## src/rtl/imm_decode_stage_if.sv

```systemverilog
// Handshake bundle for imm_decode_stage.
//   in_*  : upstream instruction channel (valid/ready, raw word, PC)
//   out_* : downstream decoded channel (valid/ready, imm, fmt, PC, PC+imm)
// The stage itself connects to the slave modport; the producer/consumer side
// (upstream fetch plus downstream consumer) connects to the master modport.
interface imm_decode_stage_if #(
  parameter int XLEN = 32
);
  logic            in_valid;
  logic            in_ready;
  logic [31:0]     in_instr;
  logic [XLEN-1:0] in_pc;
  logic            out_valid;
  logic            out_ready;
  logic [XLEN-1:0] out_imm;
  logic [2:0]      out_fmt;
  logic [XLEN-1:0] out_pc;
  logic [XLEN-1:0] out_target;

  modport master (
    output in_valid, in_instr, in_pc, out_ready,
    input  in_ready, out_valid, out_imm, out_fmt, out_pc, out_target
  );

  modport slave (
    input  in_valid, in_instr, in_pc, out_ready,
    output in_ready, out_valid, out_imm, out_fmt, out_pc, out_target
  );
endinterface

```

## src/rtl/imm_decode_stage.sv

```systemverilog
// Immediate decode stage: decodes the RV immediate and instruction format of
// each incoming word, adds the immediate to the PC, and buffers the result in
// a 2-entry in-order FIFO.
//   clk, rst    : clock, asynchronous active-high reset
//   flush       : synchronous clear of all buffered entries
//   io          : imm_decode_stage_if slave (in_* upstream, out_* downstream)
//   illegal_cnt : saturating count of accepted illegal instructions
// Formats: 0=R 1=I 2=S 3=B 4=U 5=J 7=illegal.

// Combinational decoder: raw word -> format code and sign-extended immediate.
module imm_decode_unit #(
  parameter int XLEN = 32
) (
  input  logic [31:0]     instr,
  output logic [2:0]      fmt,
  output logic [XLEN-1:0] imm
);
  localparam logic [2:0] FMT_R   = 3'd0;
  localparam logic [2:0] FMT_I   = 3'd1;
  localparam logic [2:0] FMT_S   = 3'd2;
  localparam logic [2:0] FMT_B   = 3'd3;
  localparam logic [2:0] FMT_U   = 3'd4;
  localparam logic [2:0] FMT_J   = 3'd5;
  localparam logic [2:0] FMT_ILL = 3'd7;

  // Every format is first assembled as a 32-bit word with bit 31 = instr[31];
  // a single signed widening then covers the XLEN=64 sign extension.
  logic [31:0] raw;

  always_comb begin
    fmt = FMT_ILL;
    raw = '0;
    if (instr[1:0] == 2'b11) begin
      case (instr[6:0])
        7'b0010011, 7'b0000011, 7'b1100111, 7'b1110011: begin
          fmt = FMT_I;
          raw = {{20{instr[31]}}, instr[31:20]};
        end
        7'b0011011: begin
          if (XLEN == 64) begin
            fmt = FMT_I;
            raw = {{20{instr[31]}}, instr[31:20]};
          end
        end
        7'b0100011: begin
          fmt = FMT_S;
          raw = {{20{instr[31]}}, instr[31:25], instr[11:7]};
        end
        7'b1100011: begin
          fmt = FMT_B;
          raw = {{19{instr[31]}}, instr[31], instr[7], instr[30:25],
                 instr[11:8], 1'b0};
        end
        7'b0110111, 7'b0010111: begin
          fmt = FMT_U;
          raw = {instr[31:12], 12'b0};
        end
        7'b1101111: begin
          fmt = FMT_J;
          raw = {{11{instr[31]}}, instr[31], instr[19:12], instr[20],
                 instr[30:21], 1'b0};
        end
        7'b0110011: fmt = FMT_R;
        7'b0111011: begin
          if (XLEN == 64) fmt = FMT_R;
        end
        default: ;
      endcase
    end
  end

  assign imm = XLEN'($signed(raw));
endmodule

module imm_decode_stage #(
  parameter int XLEN  = 32,
  parameter int CNT_W = 16
) (
  input  logic             clk,
  input  logic             rst,
  input  logic             flush,
  imm_decode_stage_if.slave io,
  output logic [CNT_W-1:0] illegal_cnt
);
  localparam logic [2:0] FMT_ILL = 3'd7;

  typedef struct packed {
    logic [XLEN-1:0] imm;
    logic [2:0]      fmt;
    logic [XLEN-1:0] pc;
    logic [XLEN-1:0] target;
  } entry_t;

  logic [2:0]      dec_fmt;
  logic [XLEN-1:0] dec_imm;
  entry_t          new_e;
  entry_t          head_e;
  entry_t          mem [2];
  logic            wr_ptr;
  logic            rd_ptr;
  logic [1:0]      count;
  logic            rdy;
  logic            vld;
  logic            push;
  logic            pop;

  imm_decode_unit #(.XLEN(XLEN)) u_dec (
    .instr (io.in_instr),
    .fmt   (dec_fmt),
    .imm   (dec_imm)
  );

  // Decode and add happen ahead of the FIFO so each slot holds a finished
  // result; the head is then a plain register read.
  always_comb begin
    new_e        = '0;
    new_e.imm    = dec_imm;
    new_e.fmt    = dec_fmt;
    new_e.pc     = io.in_pc;
    new_e.target = io.in_pc + dec_imm;
  end

  // Ready looks at occupancy only, so a full FIFO refuses a push even when
  // the head is leaving in the same cycle.
  assign rdy  = (count != 2'd2);
  assign vld  = (count != 2'd0);
  assign push = io.in_valid & rdy & ~flush;
  assign pop  = vld & io.out_ready;

  assign head_e = mem[rd_ptr];

  assign io.in_ready   = rdy;
  assign io.out_valid  = vld;
  // Data outputs are forced to zero whenever no entry is held (stale slot
  // contents never leak out, including right after reset or flush).
  assign io.out_imm    = vld ? head_e.imm    : '0;
  assign io.out_fmt    = vld ? head_e.fmt    : '0;
  assign io.out_pc     = vld ? head_e.pc     : '0;
  assign io.out_target = vld ? head_e.target : '0;

  always_ff @(posedge clk or posedge rst) begin
    if (rst) begin
      count  <= '0;
      wr_ptr <= 1'b0;
      rd_ptr <= 1'b0;
    end else if (flush) begin
      count  <= '0;
      wr_ptr <= 1'b0;
      rd_ptr <= 1'b0;
    end else begin
      if (push) wr_ptr <= ~wr_ptr;
      if (pop)  rd_ptr <= ~rd_ptr;
      count <= count + {1'b0, push} - {1'b0, pop};
    end
  end

  // Slot storage needs no reset: occupancy alone decides what is visible.
  always_ff @(posedge clk) begin
    if (push) mem[wr_ptr] <= new_e;
  end

  always_ff @(posedge clk or posedge rst) begin
    if (rst) begin
      illegal_cnt <= '0;
    end else if (push && dec_fmt == FMT_ILL && illegal_cnt != '1) begin
      illegal_cnt <= illegal_cnt + CNT_W'(1);
    end
  end
endmodule

```

## src/flat_wrapper.sv

```systemverilog
// flat-port wrapper written by rule: the top's interface ports become plain ports
module imm_decode_stage_flat 
#(
  parameter int XLEN  = 32,
  parameter int CNT_W = 16
)
  (clk, rst, flush, illegal_cnt, io_in_valid, io_in_instr, io_in_pc, io_out_ready, io_in_ready, io_out_valid, io_out_imm, io_out_fmt, io_out_pc, io_out_target);
  imm_decode_stage_if #(.XLEN(XLEN)) io_i ();
  input  logic clk;
  input  logic rst;
  input  logic flush;
  output logic [CNT_W-1:0] illegal_cnt;
  input wire logic [$bits(io_i.in_valid)-1:0] io_in_valid;
  input wire logic [$bits(io_i.in_instr)-1:0] io_in_instr;
  input wire logic [$bits(io_i.in_pc)-1:0] io_in_pc;
  input wire logic [$bits(io_i.out_ready)-1:0] io_out_ready;
  output wire logic [$bits(io_i.in_ready)-1:0] io_in_ready;
  output wire logic [$bits(io_i.out_valid)-1:0] io_out_valid;
  output wire logic [$bits(io_i.out_imm)-1:0] io_out_imm;
  output wire logic [$bits(io_i.out_fmt)-1:0] io_out_fmt;
  output wire logic [$bits(io_i.out_pc)-1:0] io_out_pc;
  output wire logic [$bits(io_i.out_target)-1:0] io_out_target;
  assign io_i.in_valid = io_in_valid;
  assign io_i.in_instr = io_in_instr;
  assign io_i.in_pc = io_in_pc;
  assign io_i.out_ready = io_out_ready;
  assign io_in_ready = io_i.in_ready;
  assign io_out_valid = io_i.out_valid;
  assign io_out_imm = io_i.out_imm;
  assign io_out_fmt = io_i.out_fmt;
  assign io_out_pc = io_i.out_pc;
  assign io_out_target = io_i.out_target;
  imm_decode_stage #(.XLEN(XLEN), .CNT_W(CNT_W)) u_core (.clk(clk), .rst(rst), .flush(flush), .io(io_i), .illegal_cnt(illegal_cnt));
endmodule
```

## config.mk

```make
export PLATFORM = sky130hd
export DESIGN_NAME = imm_decode_stage_flat
export DESIGN_NICKNAME = d
export VERILOG_FILES = /design/src/rtl/imm_decode_stage_if.sv /design/src/rtl/imm_decode_stage.sv /design/src/flat_wrapper.sv
export SDC_FILE = /design/constraint.sdc
export NUM_CORES = 1
export LEC_CHECK = 0
export ABC_AREA = 1
export BUFFER_PORTS_ARGS = -buffer_cell sky130_fd_sc_hd__buf_4
export CAP_MARGIN = 5
export CORE_UTILIZATION = 60
export CTS_BUF_LIST = sky130_fd_sc_hd__clkbuf_16
export CTS_CLUSTER_SIZE = 30
export DETAILED_ROUTE_END_ITERATION = 8
export MAX_ROUTING_LAYER = met4
export PLACE_DENSITY = 0.84
export SLEW_MARGIN = 20
export SYNTH_ARGS = -nofsm -noshare
export SYNTH_HDL_FRONTEND = slang
export SYNTH_SLANG_ARGS = --single-unit
```

## constraint.sdc

```tcl
create_clock -name clk -period 11.1 [get_ports clk]
set_input_delay 3.33 -clock clk [delete_from_list [all_inputs] [get_ports clk]]
set_output_delay 3.33 -clock clk [all_outputs]
set_load 0.02 [all_outputs]
```

; ---- Yosys cells after proc, flatten, opt, wreduce, memory -nomap -nowiden
; Memories as Yosys holds them, arrays and structs flattened.
; Index checks and enable logic that the tools add are counted.
[totals]
regBits = 20
ram_bits = 198
inputBits = 69
out_inout_bits = 117
word_cells = 51
n_memories = 1
[classes]
n_addsub = 4
n_eq_ne = 14
mux = 15
bitwise_logic = 6
n_reduce_logical = 7
[mem_list]
columns = memory, depth, word_bits, rd, rd_clocked_by_memory_dff, wr, line
row1 = u_core.mem, 2, 99, 1, 0, 1, imm_decode_stage.sv:98  ; entry_t mem [2];
[op_table]
columns = operator, n
row1 = 32-bit case mux with 5 select lines, 1
row2 = 32-bit 2-to-1 mux, 4
row3 = 32-bit adder, 1
row4 = 7-bit equality test (second input constant), 4
row5 = 7-bit by 6-bit equality test with 1-bit output (second input constant), 3
row6 = 3-bit case mux with 6 select lines, 1
row7 = 16-bit by 1-bit adder with 16-bit output (second input constant), 1
row8 = 16-bit inequality test (second input constant), 1
row9 = 7-bit by 5-bit equality test with 1-bit output (second input constant), 2
row10 = 7-bit by 2-bit equality test with 1-bit output (second input constant), 1
row11 = 1-bit 2-to-1 mux, 6
row12 = 3-bit 2-to-1 mux, 2
row13 = 2-bit nonzero test, 3
row14 = 4-bit OR reduction, 1
row15 = 1-bit AND, 3
row16 = 3-bit equality test (second input constant), 1
row17 = 1-bit inverter, 3
row18 = 2-bit by 1-bit adder with 2-bit output, 1
row19 = 2-bit equality test (second input constant), 1
row20 = 1-bit logical AND, 2
row21 = 2-bit 2-to-1 mux, 1
row22 = 2-bit inequality test (second input constant), 1
row23 = 2-bit OR reduction, 1
row24 = 2-bit by 1-bit subtractor with 2-bit output, 1

; ---- Depth between registers and ports, before layout
[logic_depth]
ltp_word = 7
mapped_depth = 22
ltp_nobuf = 21

; ---- Cells and area by module
; A second synthesis with hierarchy kept.
[hier_totals]
cells_unflattened = 1300
hier_area_um2 = 11587.4
[by_module_without_submodules]
columns = mod, instances, cells_per_inst, area_per_inst_um2, seq_area_each_um2
row1 = imm_decode_stage, 1, 1161, 10762.8, 6446.2
row2 = imm_decode_unit, 1, 139, 824.5, 0.0

; ---- Least setup slack after synthesis
; Ideal clock, no wire load.
[synth_path]
path_kind = input port to flip-flop
startpoint = input io_in_valid
endpoint = memory u_core.mem[0][0] (netlist name), enable pin
setup_time_ps = 557
arrival_time_ps = 8002
t_required_ps = 10543
path_slack_ps = 2540
cell_stages = 5
path_buffers = 1
cell_sequence = nand2_1 nor2_1 buf_2 inv_1 nor2_1
[synth_between]
elab_chain_len = 4
[synth_lines]
columns = item, line
row1 = "start, declared", flat_wrapper.sv:13  ; input wire logic [$bits(io_i.in_valid)-1:0] io_in_valid;
row2 = 1-bit AND (2 in a row), imm_decode_stage.sv:127  ; assign push = io.in_valid & rdy & ~flush;
row3 = 1-bit 2-to-1 mux, imm_decode_stage.sv:159  ; if (push) mem[wr_ptr] <= new_e;
row4 = 1-bit 2-to-1 mux (not written as such), imm_decode_stage.sv:159
row5 = "end, declared", imm_decode_stage.sv:98
; Every way passes these cells.

; ---- Worst setup path after layout
[layout_path]
startpoint = register u_core.rd_ptr
endpoint = output io_out_imm[20]
[layout_between]
elab_chain_len = 2
[layout_lines]
columns = item, line
row1 = "start, declared", imm_decode_stage.sv:100  ; logic rd_ptr;
row2 = "start signal, assigned", imm_decode_stage.sv:152  ; if (pop) rd_ptr <= ~rd_ptr;
row3 = memory 2 x 99 bit, --
row4 = 32-bit 2-to-1 mux, imm_decode_stage.sv:136  ; assign io.out_imm = vld ? head_e.imm : '0;
row5 = "end, declared", flat_wrapper.sv:19  ; output wire logic [$bits(io_i.out_imm)-1:0] io_out_imm;
; Every way passes these cells.

==> results.yml <==
placed_design:
  dp_hpwl_um: 21800
  portBuffers: 185
  post_dp_cell_area_um2: 13000
  gp_congestion: 0.934
pwr:
  p_leak_nw: 6.50
  vdd_drop_max_v: 0.000164
  powerDensity_nw_per_um2: 186
floorplan:
  die_x_um: 140
  core-area_um2: 18700
  ioPinCount: 186
  die_h_um: 140
  die-area_um2: 19700
  initial_utilization_pct: 61.2
  rows: 50
setup_path:
  critPathCaptureType: "primary output"
  worst_path_most_repeated_cell: "buf_4"
  worstSetupPathType: "flip-flop to primary output"
  cpPeakStageDelay_ns: 0.78
  start_kind: "flip-flop"
  cp.arrival_ns: 3.42
  worstPathMaxFanout: 51
  crit_slowest_cell: "inv_2"
  cp.required_ns: 7.77
  cp_cell_sequence: "inv_2 > buf_4 > nand2_1 > a21oi_1 > buf_4"
timing:
  fmax_mhz: 148
  rsz0062_at_grt: "no"
  relSlewSlack_pct: 38.7
  finalHoldViolations: 0
  worstMarginPinSlew_ns: 0.920
  finalCriticalPeriod_ns: 6.75
  final.setup.tns_ns: 0
  fin_crit_sh_pct: 60.8
  finalMaxSlewViolations: 0
  setup_viol: 0
  skew_ns: 0.0104
route:
  wirelength_um: 31100
  drt-pass1-iter-count: 5
  viasPerCell: 5.57
  drc_errors: 0
  wl_per_cell_um: 18.1
  drtAntennaViolNets: 0
  drtIter0Drc: 749
  num_vias: 9604
synth:
  yosys.area_share.simple_pct: 25.0
  synth-seq-cells: 218
  async_reset_ff_share_pct: 9.17
  syn_area_per_cell_um2: 8.87
  syn_nets: 1396
  ys_types: 37
  synth_top_area_share_pct: 51.9
  synth_xor_xnor_area_share_pct: 2.14
  synth.area.mux_share_pct: 0
  synth_warnings: 0
  synth_edf_count: 198
  yosys.area.top_type: "edfxtp_1"
  synth_fa_ha_area_share_pct: 3.89
  synth_ff_type: "edfxtp_1"
  synth-compound-area-share_pct: 6.75
  synth_cells: 1292
  synth_top_family_by_area: "simple AND/OR/NAND/NOR gates"
  netlist_area_um2: 11500
  yosysSeqAreaShare_pct: 56.3
  synth.area.top_cells: "edfxtp_1, nand2_1, a21oi_1, dfrtp_1, inv_1"
clock_network:
  insertion_delay_ns: 0.53
  cts_sinks: 218
  cts.htree.levels: 1
  path_clk_slew_ns: 0.06
  clk_path_buf_depth: 3
  tritoncts: "built"
  post_cts_resize_count: 0
  cts-root-buf: "clkbuf_16"
  ctsHoldBuffers: 0
  postCtsSetupRepairBufs: 0
  cts_buffers: 24
finish:
  layout-drive-gt1-share_pct: 17.1
  area_growth_pct: 20.4
  antenna_cells: 0
  fin_util_pct: 73.8
  post-route-cell-area_um2: 13800
  final_nets: 1575
global_routing:
  grtUsageTotal_pct: 32.8
  antenna_found_initial: 0
  grt_start_max_net_pins: 74
  grt_pass1_wl_um: 48400
  first_global_vias: 9290
  grt_overflow_total: 0
min_path:
  holdCritPathClass: "flip-flop to flip-flop"
outcome:
  outcome: "finished, final reports clean"
job:
  drv_cap: 0
-- final cells by class --
cell class / count / area (um2)
Clock buffer: 24 / 601
Clock inverter: 20 / 128
Fill cell: 1357 / 4910
Inverter: 135 / 507
Multi-Input combinational cell: 899 / 4350
Sequential cell: 218 / 6450
Tap cell: 234 / 293
Timing Repair Buffer: 193 / 1470
-- cell families after synthesis --
kind of cell	after synthesis
AO/OA/AOI/OAI	146
buffers and inverters	175
XOR/XNOR	28
flip-flops	218
AND/OR/NAND/NOR	690
adder cells (fa/ha/maj)	35
-- report_power, final --
part / switching (mW) / total, mW / internal [mW] / leakage (nW)
registers: 0.0439 / 1.02 / 0.981 / 2.09
clock network: 0.322 / 0.738 / 0.416 / 0.374
logic: 0.539 / 0.810 / 0.270 / 4.03
-- worst max-delay path, delay by kind of cell, from the launching register on --
family	cells	cell delay, ns
AO/OA/AOI/OAI	1	0.44
buffers and inverters	3	1.64
flip-flops	1	0.65
AND/OR/NAND/NOR	1	0.11
-- worst paths after layout --
kind / slack, ns / start / cells past startpoint / to
max in group asynchronous: 7.62 / rst / 2 / u_core.rd_ptr$_DFFE_PP0P_
worst max-delay path: 4.35 / u_core.rd_ptr$_DFFE_PP0P_ / 5 / io_out_imm[20]
worst min-delay path: 0.55 / u_core.illegal_cnt[1]$_DFFE_PP0P_ / 2 / u_core.illegal_cnt[1]$_DFFE_PP0P_
worst max register to register: 8.24 / u_core.count[1]$_DFF_PP0_ / 7 / u_core.mem[1][96]$_DFFE_PP_
min in group asynchronous: 2.95 / rst / 2 / u_core.illegal_cnt[11]$_DFFE_PP0P_
worst min register to register: 0.55 / u_core.illegal_cnt[1]$_DFFE_PP0P_ / 2 / u_core.illegal_cnt[1]$_DFFE_PP0P_
-- per-layer routing --
layer,global-route usage [%],vias up,routed length [um]
met4,11.4,0,1110
met3,3.93,90,1980
met2,55.2,409,15600
met1,41.2,4495,12400
li1,-,4610,-
met5,-,-,0
-- layout by cell type, fill, tap and decap left out, types with 5 or more instances in the layout --
cell type  netlist  layout
nand2_1        512     512
edfxtp_1       198     198
buf_4            0     191
inv_1          130     135
a21oi_1        120     120
nor2_1          73      70
nand3_1         45      45
ha_1            34      34
clkbuf_16        0      24
nand4_1         23      23
xor2_1          20      20
dfrtp_1         20      19
nor3_1          13      13
xnor2_1          8       8
o211ai_1         8       8
o21ai_0          8       7
clkinv_1         0       7
nor2_4           3       6
nand2_2          5       5
inv_2            5       5
-- synthesized netlist by cell type, drive strengths merged (3+ instances only) --
cell      n
nand2   520
edfxtp  198
inv     135
a21oi   120
nor2     80
nand3    45
ha       34
clkbuf   32
nand4    26
dfrtp    20
xor2     20
nor3     14
o21ai     9
buf       8
o211ai    8
xnor2     8
a21o      3
o21bai    3
-- sequential cells by signal, summed over array words and instances, names as in the netlist --
name,flops
u_core.illegal_cnt,16
u_core.wr_ptr,1
u_core.mem,198
u_core.rd_ptr,1
u_core.count,2
-- through the flow --
step	instances	hold slack (ns)	total power, mW	worst slack [ns]
floorplan	1292	0.480	1.51	2.54
global placement	1677	0.519	1.83	4.32
detailed placement	1677	0.530	1.84	4.27
CTS	1721	0.544	2.57	4.31
global route	1723	0.602	2.67	4.17
finish	1723	0.545	2.57	4.35
Power figures use the tool's default switching activity.
